## src/rtl/planet_emp_gen.sv

```systemverilog
// planet_emp_gen: single-button missile-vs-rotating-empire game with tick-based timers and square-wave sound.
module planet_emp_gen #(
  parameter int C_PDIV_N     = 135,
  parameter int C_MSL_N      = 8,
  parameter int C_EMP_N      = 8,
  parameter int C_MSL_STEP_N = 150_000,
  parameter int C_EMP_STEP_N = 300_000,
  parameter int C_SND_HALF_N = 150,
  parameter int C_LONG_N     = 1_000_000,
  parameter int C_PLAY_MAX_N = 36_600_000
) (
  input  logic               CK_i,
  input  logic               ARST_i,
  input  logic               PSW_i,
  output logic [C_MSL_N-1:0] MSL_o,
  output logic [C_EMP_N-1:0] EMP_o,
  output logic [7:0]         SCORE_o,
  output logic [1:0]         STATE_o,
  output logic               SOUND_o
);
  function automatic int cw(input int n);
    int r;
    r = 1;
    while ((64'd1 << r) <= 64'(n)) r++;
    return r;
  endfunction

  localparam int PW = cw(C_PDIV_N - 1);
  localparam int MW = cw(C_MSL_STEP_N - 1);
  localparam int EW = cw(C_EMP_STEP_N - 1);
  localparam int SW = cw(C_SND_HALF_N - 1);
  localparam int LW = cw(C_LONG_N);
  localparam int TW = cw(C_PLAY_MAX_N - 1);
  localparam logic [PW-1:0] P_END = PW'(C_PDIV_N - 1);
  localparam logic [MW-1:0] M_END = MW'(C_MSL_STEP_N - 1);
  localparam logic [EW-1:0] E_END = EW'(C_EMP_STEP_N - 1);
  localparam logic [SW-1:0] S_END = SW'(C_SND_HALF_N - 1);
  localparam logic [LW-1:0] L_END = LW'(C_LONG_N);
  localparam logic [LW-1:0] L_PRE = LW'(C_LONG_N - 1);
  localparam logic [TW-1:0] T_END = TW'(C_PLAY_MAX_N - 1);

  typedef enum logic [1:0] {IDLE = 2'd0, PLAY = 2'd1, OVER = 2'd2, BAD = 2'd3} state_t;

  state_t             state, state_n;
  logic [PW-1:0]      pdiv, pdiv_n;
  logic [MW-1:0]      mt, mt_n;
  logic [EW-1:0]      et, et_n;
  logic [SW-1:0]      st, st_n;
  logic [LW-1:0]      lcnt, lcnt_n;
  logic [TW-1:0]      pt, pt_n;
  logic [C_MSL_N-1:0] msl, msl_n;
  logic [C_EMP_N-1:0] emp, emp_n, emp_h;
  logic [7:0]         score, score_n;
  logic               psw_q, snd, snd_n, tick, press, long_hit, fly;

  always_comb begin
    tick = pdiv == P_END;
    press = PSW_i & ~psw_q & (lcnt != L_END);
    long_hit = tick & PSW_i & (lcnt == L_PRE);
    fly = state == PLAY && msl != '0;
    pdiv_n = tick ? '0 : pdiv + 1'b1;
    lcnt_n = !PSW_i ? '0 : (tick && lcnt != L_END) ? lcnt + 1'b1 : lcnt;
    st_n = !fly ? '0 : !tick ? st : st == S_END ? '0 : st + 1'b1;
    snd_n = fly & (snd ^ (tick & (st == S_END)));
    state_n = state;
    msl_n = msl;
    emp_n = emp;
    emp_h = emp;
    score_n = score;
    mt_n = mt;
    et_n = et;
    pt_n = pt;
    case (state)
      IDLE: if (press) begin
        state_n = PLAY;
        msl_n = '0;
        emp_n = '1;
        score_n = '0;
        mt_n = '0;
        et_n = '0;
        pt_n = '0;
      end
      PLAY: begin
        if (msl == '0) begin
          if (press) begin
            msl_n = C_MSL_N'(1);
            mt_n = '0;
          end
        end else if (tick) begin
          mt_n = mt == M_END ? '0 : mt + 1'b1;
          if (mt == M_END) begin
            msl_n = msl << 1;
            if (msl[C_MSL_N-1] && emp[C_EMP_N-1]) begin
              emp_h[C_EMP_N-1] = 1'b0;
              score_n = score + {7'd0, score != 8'hff};
            end
          end
        end
        et_n = tick ? (et == E_END ? '0 : et + 1'b1) : et;
        pt_n = tick && pt != T_END ? pt + 1'b1 : pt;
        // rotation acts on the vector after any hit has cleared its cell
        emp_n = tick && et == E_END ? {emp_h[C_EMP_N-2:0], emp_h[C_EMP_N-1]} : emp_h;
        if (emp_n == '0 || (tick && pt == T_END)) begin
          state_n = OVER;
          msl_n = '0;
        end
      end
      OVER: if (press) state_n = IDLE;
      default: begin
        state_n = IDLE;
        msl_n = '0;
      end
    endcase
    if (long_hit) begin
      state_n = IDLE;
      msl_n = '0;
    end
  end

  always_ff @(posedge CK_i or posedge ARST_i) begin
    if (ARST_i) begin
      state <= IDLE;
      pdiv <= '0;
      mt <= '0;
      et <= '0;
      st <= '0;
      lcnt <= '0;
      pt <= '0;
      msl <= '0;
      emp <= '0;
      score <= '0;
      snd <= 1'b0;
      psw_q <= 1'b0;
    end else begin
      state <= state_n;
      pdiv <= pdiv_n;
      mt <= mt_n;
      et <= et_n;
      st <= st_n;
      lcnt <= lcnt_n;
      pt <= pt_n;
      msl <= msl_n;
      emp <= emp_n;
      score <= score_n;
      snd <= snd_n;
      psw_q <= PSW_i;
    end
  end

  assign MSL_o = msl;
  assign EMP_o = emp;
  assign SCORE_o = score;
  assign STATE_o = state;
  assign SOUND_o = snd;
endmodule

```

## config.mk

```make
export PLATFORM = sky130hd
export DESIGN_NAME = planet_emp_gen
export DESIGN_NICKNAME = d
export VERILOG_FILES = /design/src/rtl/planet_emp_gen.sv
export SDC_FILE = /design/constraint.sdc
export NUM_CORES = 1
export LEC_CHECK = 0
export BUFFER_PORTS_ARGS = -buffer_cell sky130_fd_sc_hd__buf_2
export CORE_UTILIZATION = 60
export CTS_CLUSTER_SIZE = 8
export DETAILED_ROUTE_END_ITERATION = 12
export GPL_TIMING_DRIVEN = 0
export PLACE_DENSITY = 0.78
export SETUP_SLACK_MARGIN = 0.05
export SLEW_MARGIN = 20
export SYNTH_ARGS = -nofsm -noshare
export SYNTH_HDL_FRONTEND = slang
export SYNTH_SLANG_ARGS = --single-unit
```

## constraint.sdc

```tcl
create_clock -name CK_i -period 9.8 [get_ports CK_i]
set_input_delay 1.96 -clock CK_i [delete_from_list [all_inputs] [get_ports CK_i]]
set_output_delay 1.96 -clock CK_i [all_outputs]
set_load 0.05 [all_outputs]
```

Word-level counts from Yosys, hierarchy flattened:

Cells that the tools add are included.

* equal/unequal tests: 27
* multiply operators: 0
* bitwise logic cells: 8
* muxes and demuxes: 44
* add/subtract/negate cells: 7
* div/mod/pow operators: 0
* reductions and logical operators: 19
* shift operators: 0
* $lt $le $gt $ge: 0

Operator list (number)
* two-way mux 8 bit: 17
* two-way mux 18 bit: 4
* two-way mux 19 bit: 3
* two-way mux 26 bit: 2
* one-hot mux 26 bit (2 select lines): 1
* two-way mux 20 bit: 2
* one-hot mux 19 bit (2 select lines): 1
* one-hot mux 18 bit (2 select lines): 1
* one-hot mux 8 bit (2 select lines): 2
* adder 26 x 1 -> 26 bit, second input constant: 1
* == test 26 bit, second input constant: 1
* != test 26 bit, second input constant: 1
* one-hot mux 8 bit (3 select lines): 1
* adder 20 x 1 -> 20 bit, second input constant: 1
* == test 20 bit, second input constant: 1
* != test 20 bit, second input constant: 1
* adder 19 x 1 -> 19 bit, second input constant: 1
* == test 19 bit, second input constant: 1
* adder 18 x 1 -> 18 bit, second input constant: 1
* == test 18 bit, second input constant: 1
* adder 8 x 1 -> 8 bit, second input constant: 2
* == test 8 bit, second input constant: 2
* logical NOT 8 bit: 2
* != test 2 bit, second input constant: 5
* other kinds (25): 50

* memories: 0
* latch bits: 0
* RAM bits: 0
* ROM bits: 0
* output and inout port bits: 27
* word-level logic and storage cells: 117
* flip-flop bits (word level): 127

Longest topological paths before layout:

* depth in word-level cells: 12
* mapped depth: 10
* depth with buffers taken out: 9

Least setup slack after synthesis:

No wires, ideal clock.

* path kind: input to register
* start: in PSW_i
* end: reg et[10]
* cell stages on the path: 8
* setup time: 119 ps
* path buffers: 3
* required time: 9681 ps
* arrival: 3524 ps
* path slack: 6157 ps
* path through: buf_4 or4b_1 a41o_1 o221a_2 buf_6 nor2_2 buf_4 nor2_1

* word-level cells in the longest chain between the ends: 4

RTL lines
* start: declaration: RTL line 14 `input logic PSW_i,`
* bitwise AND 1 bit (2 in a row): RTL line 58 `press = PSW_i & ~psw_q & (lcnt != L_END);`
* != test 2 bit (no line)
* AND reduction 3 bit (no line)
* end signal: assignment: RTL line 138 `et <= et_n;`
* end: declaration: RTL line 47 `logic [EW-1:0] et, et_n;`

No other way between the ends.
A chain may end at the register's enable or synchronous reset.

Worst setup path in the final report:

* start: in PSW_i
* end: reg et[8]

Same word-level chain as after synthesis.

==> results.py <==
metrics = {
    "outcome": {
        "outcome": "complete, no violations",
    },
    "cells_and_area": {
        "layout-drive-gt1-share_pct": 12.75,
        "syn2layout_area_growth_pct": 13.50,
        "fill_cells": 881,
        "nets": 803,
        "diodes": 0,
    },
    "global_routing": {
        "grt_pass1_wl_um": 25900,
        "grt_max_degree": 84,
        "grt_remaining_overflow": 0,
        "grt_usage_pct": 27.97,
        "grt_antenna_before_repair": 0,
        "grt_pass1_vias": 5515,
    },
    "power_and_ir_drop": {
        "pwr-share-clk_pct": 35.4,
        "p_int_w": 0.001155,
        "p_sw_w": 0.0006392,
        "total_power_w": 0.001795,
        "p_sw_share_pct": 35.62,
        "ir_drop_uv": 208.3,
        "p_comb_share_pct": 26.2,
        "p_per_area_mw_per_mm2": 225.7,
        "power.share.sequential_pct": 38.4,
        "p_leak_nw": 3.324,
    },
    "setup_path": {
        "cpMaxStageDelayCell": "or4b_1",
        "cpMostUsedCell": "buf_4",
        "critPathRequiredTime_ns": 10.11,
        "crit_arrival_ns": 3.90,
        "cp_top_family": "simple AND/OR/NAND/NOR gates",
        "end_kind": "flip-flop",
        "slowest_delay_ns": 0.46,
        "worst-setup-path-type": "in -> reg",
        "crit_fanout": 10,
        "critical_path.cell_chain": "buf_2 > buf_4 > or4b_1 > a41o_1 > o221a_2 > buf_6 > nor2_2 > buf_4 > nor2_1",
        "worst-path-buf-inv": 4,
        "startpoint_type": "input port",
    },
    "drt": {
        "wl_per_cell_um": 16.86,
        "drc_errors": 0,
        "drt_iter0_markers": 492,
        "routed_wl_um": 15900,
        "ant_nets": 0,
        "viasPerCell": 6.217,
        "dr.pass1.iters": 5,
        "num_vias": 5863,
    },
    "hold_path": {
        "min_path_type": "reg -> reg",
    },
    "clock_network": {
        "cts_tree": "done",
        "htreeDepth": 4,
        "cts_made_buffers": 17,
        "cts_setup_buffers": 0,
        "root_buffer": "clkbuf_16",
        "cts_resized": 0,
        "cts.path.max_buffers": 2,
        "insertion_delay_ns": 0.42,
        "path_clk_slew_ns": 0.05,
        "cts_sinks": 127,
        "cts_hold_buf": 0,
    },
    "timing": {
        "fin_crit_ns": 3.594,
        "finClkSkew_ns": 0.01037,
        "min_period_over_period_pct": 36.68,
        "fin_tns_setup_ns": 0,
        "hold_viol_final": 0,
        "slew_headroom_pct": 33.25,
        "tightest_slew_ns": 0.9857,
        "finalSetupViolCount": 0,
        "rsz0062_at_grt": "no",
        "drv_slew": 0,
        "maxClockFrequency_mhz": 278.2,
    },
    "synthesis": {
        "netlist_instances": 740,
        "synth_edf_count": 0,
        "synth_top_area_cell": "dfrtp_1",
        "ys_ff_latch": 127,
        "syn_area_per_cell_sq_um": 9.465,
        "synth.cell_area_sq_mm": 0.007004,
        "synth_nets": 754,
        "synthArstFlopShare_pct": 100.0,
        "ys_seq_area_share_pct": 45.37,
        "synth_flop_cell": "dfrtp_1",
        "yosys_warnings": 0,
        "yosys.area.top_type_share_pct": 45.37,
        "synthTopCellsByArea": "dfrtp_1 45%, xnor2_1 6.1%, nor2_1 4.4%",
        "synth_cell_type_count": 67,
    },
    "place": {
        "gp_congestion": 0.8420,
        "place_hpwl_um": 10570,
        "port_buffers": 29,
    },
    "job": {
        "maxCapViolCount": 0,
    },
    "floorplan": {
        "io_pins": 30,
        "rows": 39,
        "die_h_um": 110.0,
        "start_util_pct": 61.34,
        "die_width_um": 110.0,
        "core_sq_mm": 0.01142,
        "die-area_sq_mm": 0.01211,
    },
}
power by group through the flow:
stage / sequential, W / clock, W / combinational, W
after floorplan: 0.000773 / 0 / 0.000257
after global placement: 0.000688 / 0 / 0.000449
after detailed placement: 0.000695 / 0 / 0.000465
after CTS: 0.000687 / 0.000642 / 0.000470
after global routing: 0.000701 / 0.000662 / 0.000515
final: 0.000690 / 0.000634 / 0.000471
path summary, 6_finish.rpt:
check | startpoint | endpoint | slack (ns) | depth (start not counted)
min in group asynchronous | ARST_i | pt[18] | 1.55 | 2
max | PSW_i | et[8] | 6.21 | 9
min | mt[17] | mt[17] | 0.50 | 1
min reg2reg | mt[17] | mt[17] | 0.50 | 1
max in group asynchronous | ARST_i | mt[1] | 7.52 | 3
max reg2reg | pdiv[0] | MSL_o[2] | 7.01 | 8
registers in the layout, summed over array words and instances, names as in the netlist, 18 cells and up:
signal,cells
pt,26
et,19
mt,18
lcnt,20
logic make-up (layout without fill, tap and decap cells):
family | Yosys count | in the layout | share of synthesized area [%]
xor+xnor | 63 | 63 | 7.878
buf+inv | 55 | 115 | 3.358
fa+ha+maj | 11 | 11 | 1.965
flops | 127 | 127 | 45.37
compound gates | 143 | 143 | 14.33
mux | 5 | 5 | 0.7146
simple gates | 336 | 336 | 26.38
cell usage in the layout (no fill, tap or decap), types with 4 or more instances in the layout:
cell       Yosys  layout
a211oi_1       9       9
a211oi_2       9       9
a21oi_1       35      35
a31oi_1       13      13
a41oi_1        4       4
and2_1        19      19
and3_1        14      14
and4_1         7       7
buf_2          8      37
clkbuf_1      17      21
clkbuf_16      0      17
dfrtp_1      127     127
ha_1          11      11
inv_1         23      22
mux2i_1        5       5
nand2_1       70      70
nand2b_1       6       6
nand3_1       34      34
nand4_1       24      24
nor2_1        83      83
nor2b_1        8       8
nor3_1        21      21
nor4_1         5       5
nor4b_1        7       7
o21a_1         6       6
o21ai_0       25      25
o21ai_1        4       4
o22a_1         6       6
o2bb2ai_1      8       8
or2_2          4       4
or3_1          5       5
xnor2_1       49      49
xor2_1        14      14
cell usage after synthesis (9+ instances only):
master,n
a211oi_2,9
inv_1,23
dfrtp_1,127
and2_1,19
clkbuf_1,17
xnor2_1,49
a21oi_1,35
ha_1,11
xor2_1,14
a211oi_1,9
nor2_1,83
a31oi_1,13
nor3_1,21
nand2_1,70
o21ai_0,25
nand4_1,24
and3_1,14
nand3_1,34
area by class of cell:
cell class	count	area, sq um	area share [%]
well taps	143	178.9	2.251
multi-input cells	558	3591	45.17
inverters	23	91.34	1.149
clock buffers	24	481.7	6.059
clock inverters	6	107.6	1.353
flip-flops and latches	127	3178	39.97
repair buffers	30	172.7	2.172
plain buffers	32	148.9	1.873
worst reg2reg max path: stages (launching register included):
cell,delay (ns)
dfrtp_1,0.41
inv_1,0.08
ha_1,0.20
and4bb_2,0.28
nand2_1,0.36
nor3_1,0.17
a211oi_1,0.33
nor4b_2,0.70
o2bb2ai_1,0.19
layer usage:
layer  share of wire [%]  global-route usage, %  vias to the layer above
li1                    -                      -                     2752
met1                  46                  36.54                     2883
met2                  47                  44.64                      194
met3                 5.1                  6.467                       34
met4                 2.0                  12.10                        0
met5                   0                      0                        -
per-stage QoR:
stage	std cells	cell area [sq um]	util (%)	setup WS [ns]	hold WS, ns
final	943	7950	69.63	6.206	0.4983
after floorplan	740	7004	-	4.456	0.4415
after global routing	943	7950	69.63	6.101	0.5135
after CTS	943	7950	69.63	6.213	0.4981
after detailed placement	913	7361	64.46	5.768	0.4897
after global placement	912	7328	64.18	3.130	0.4727
Power figures use the tool's default switching activity.
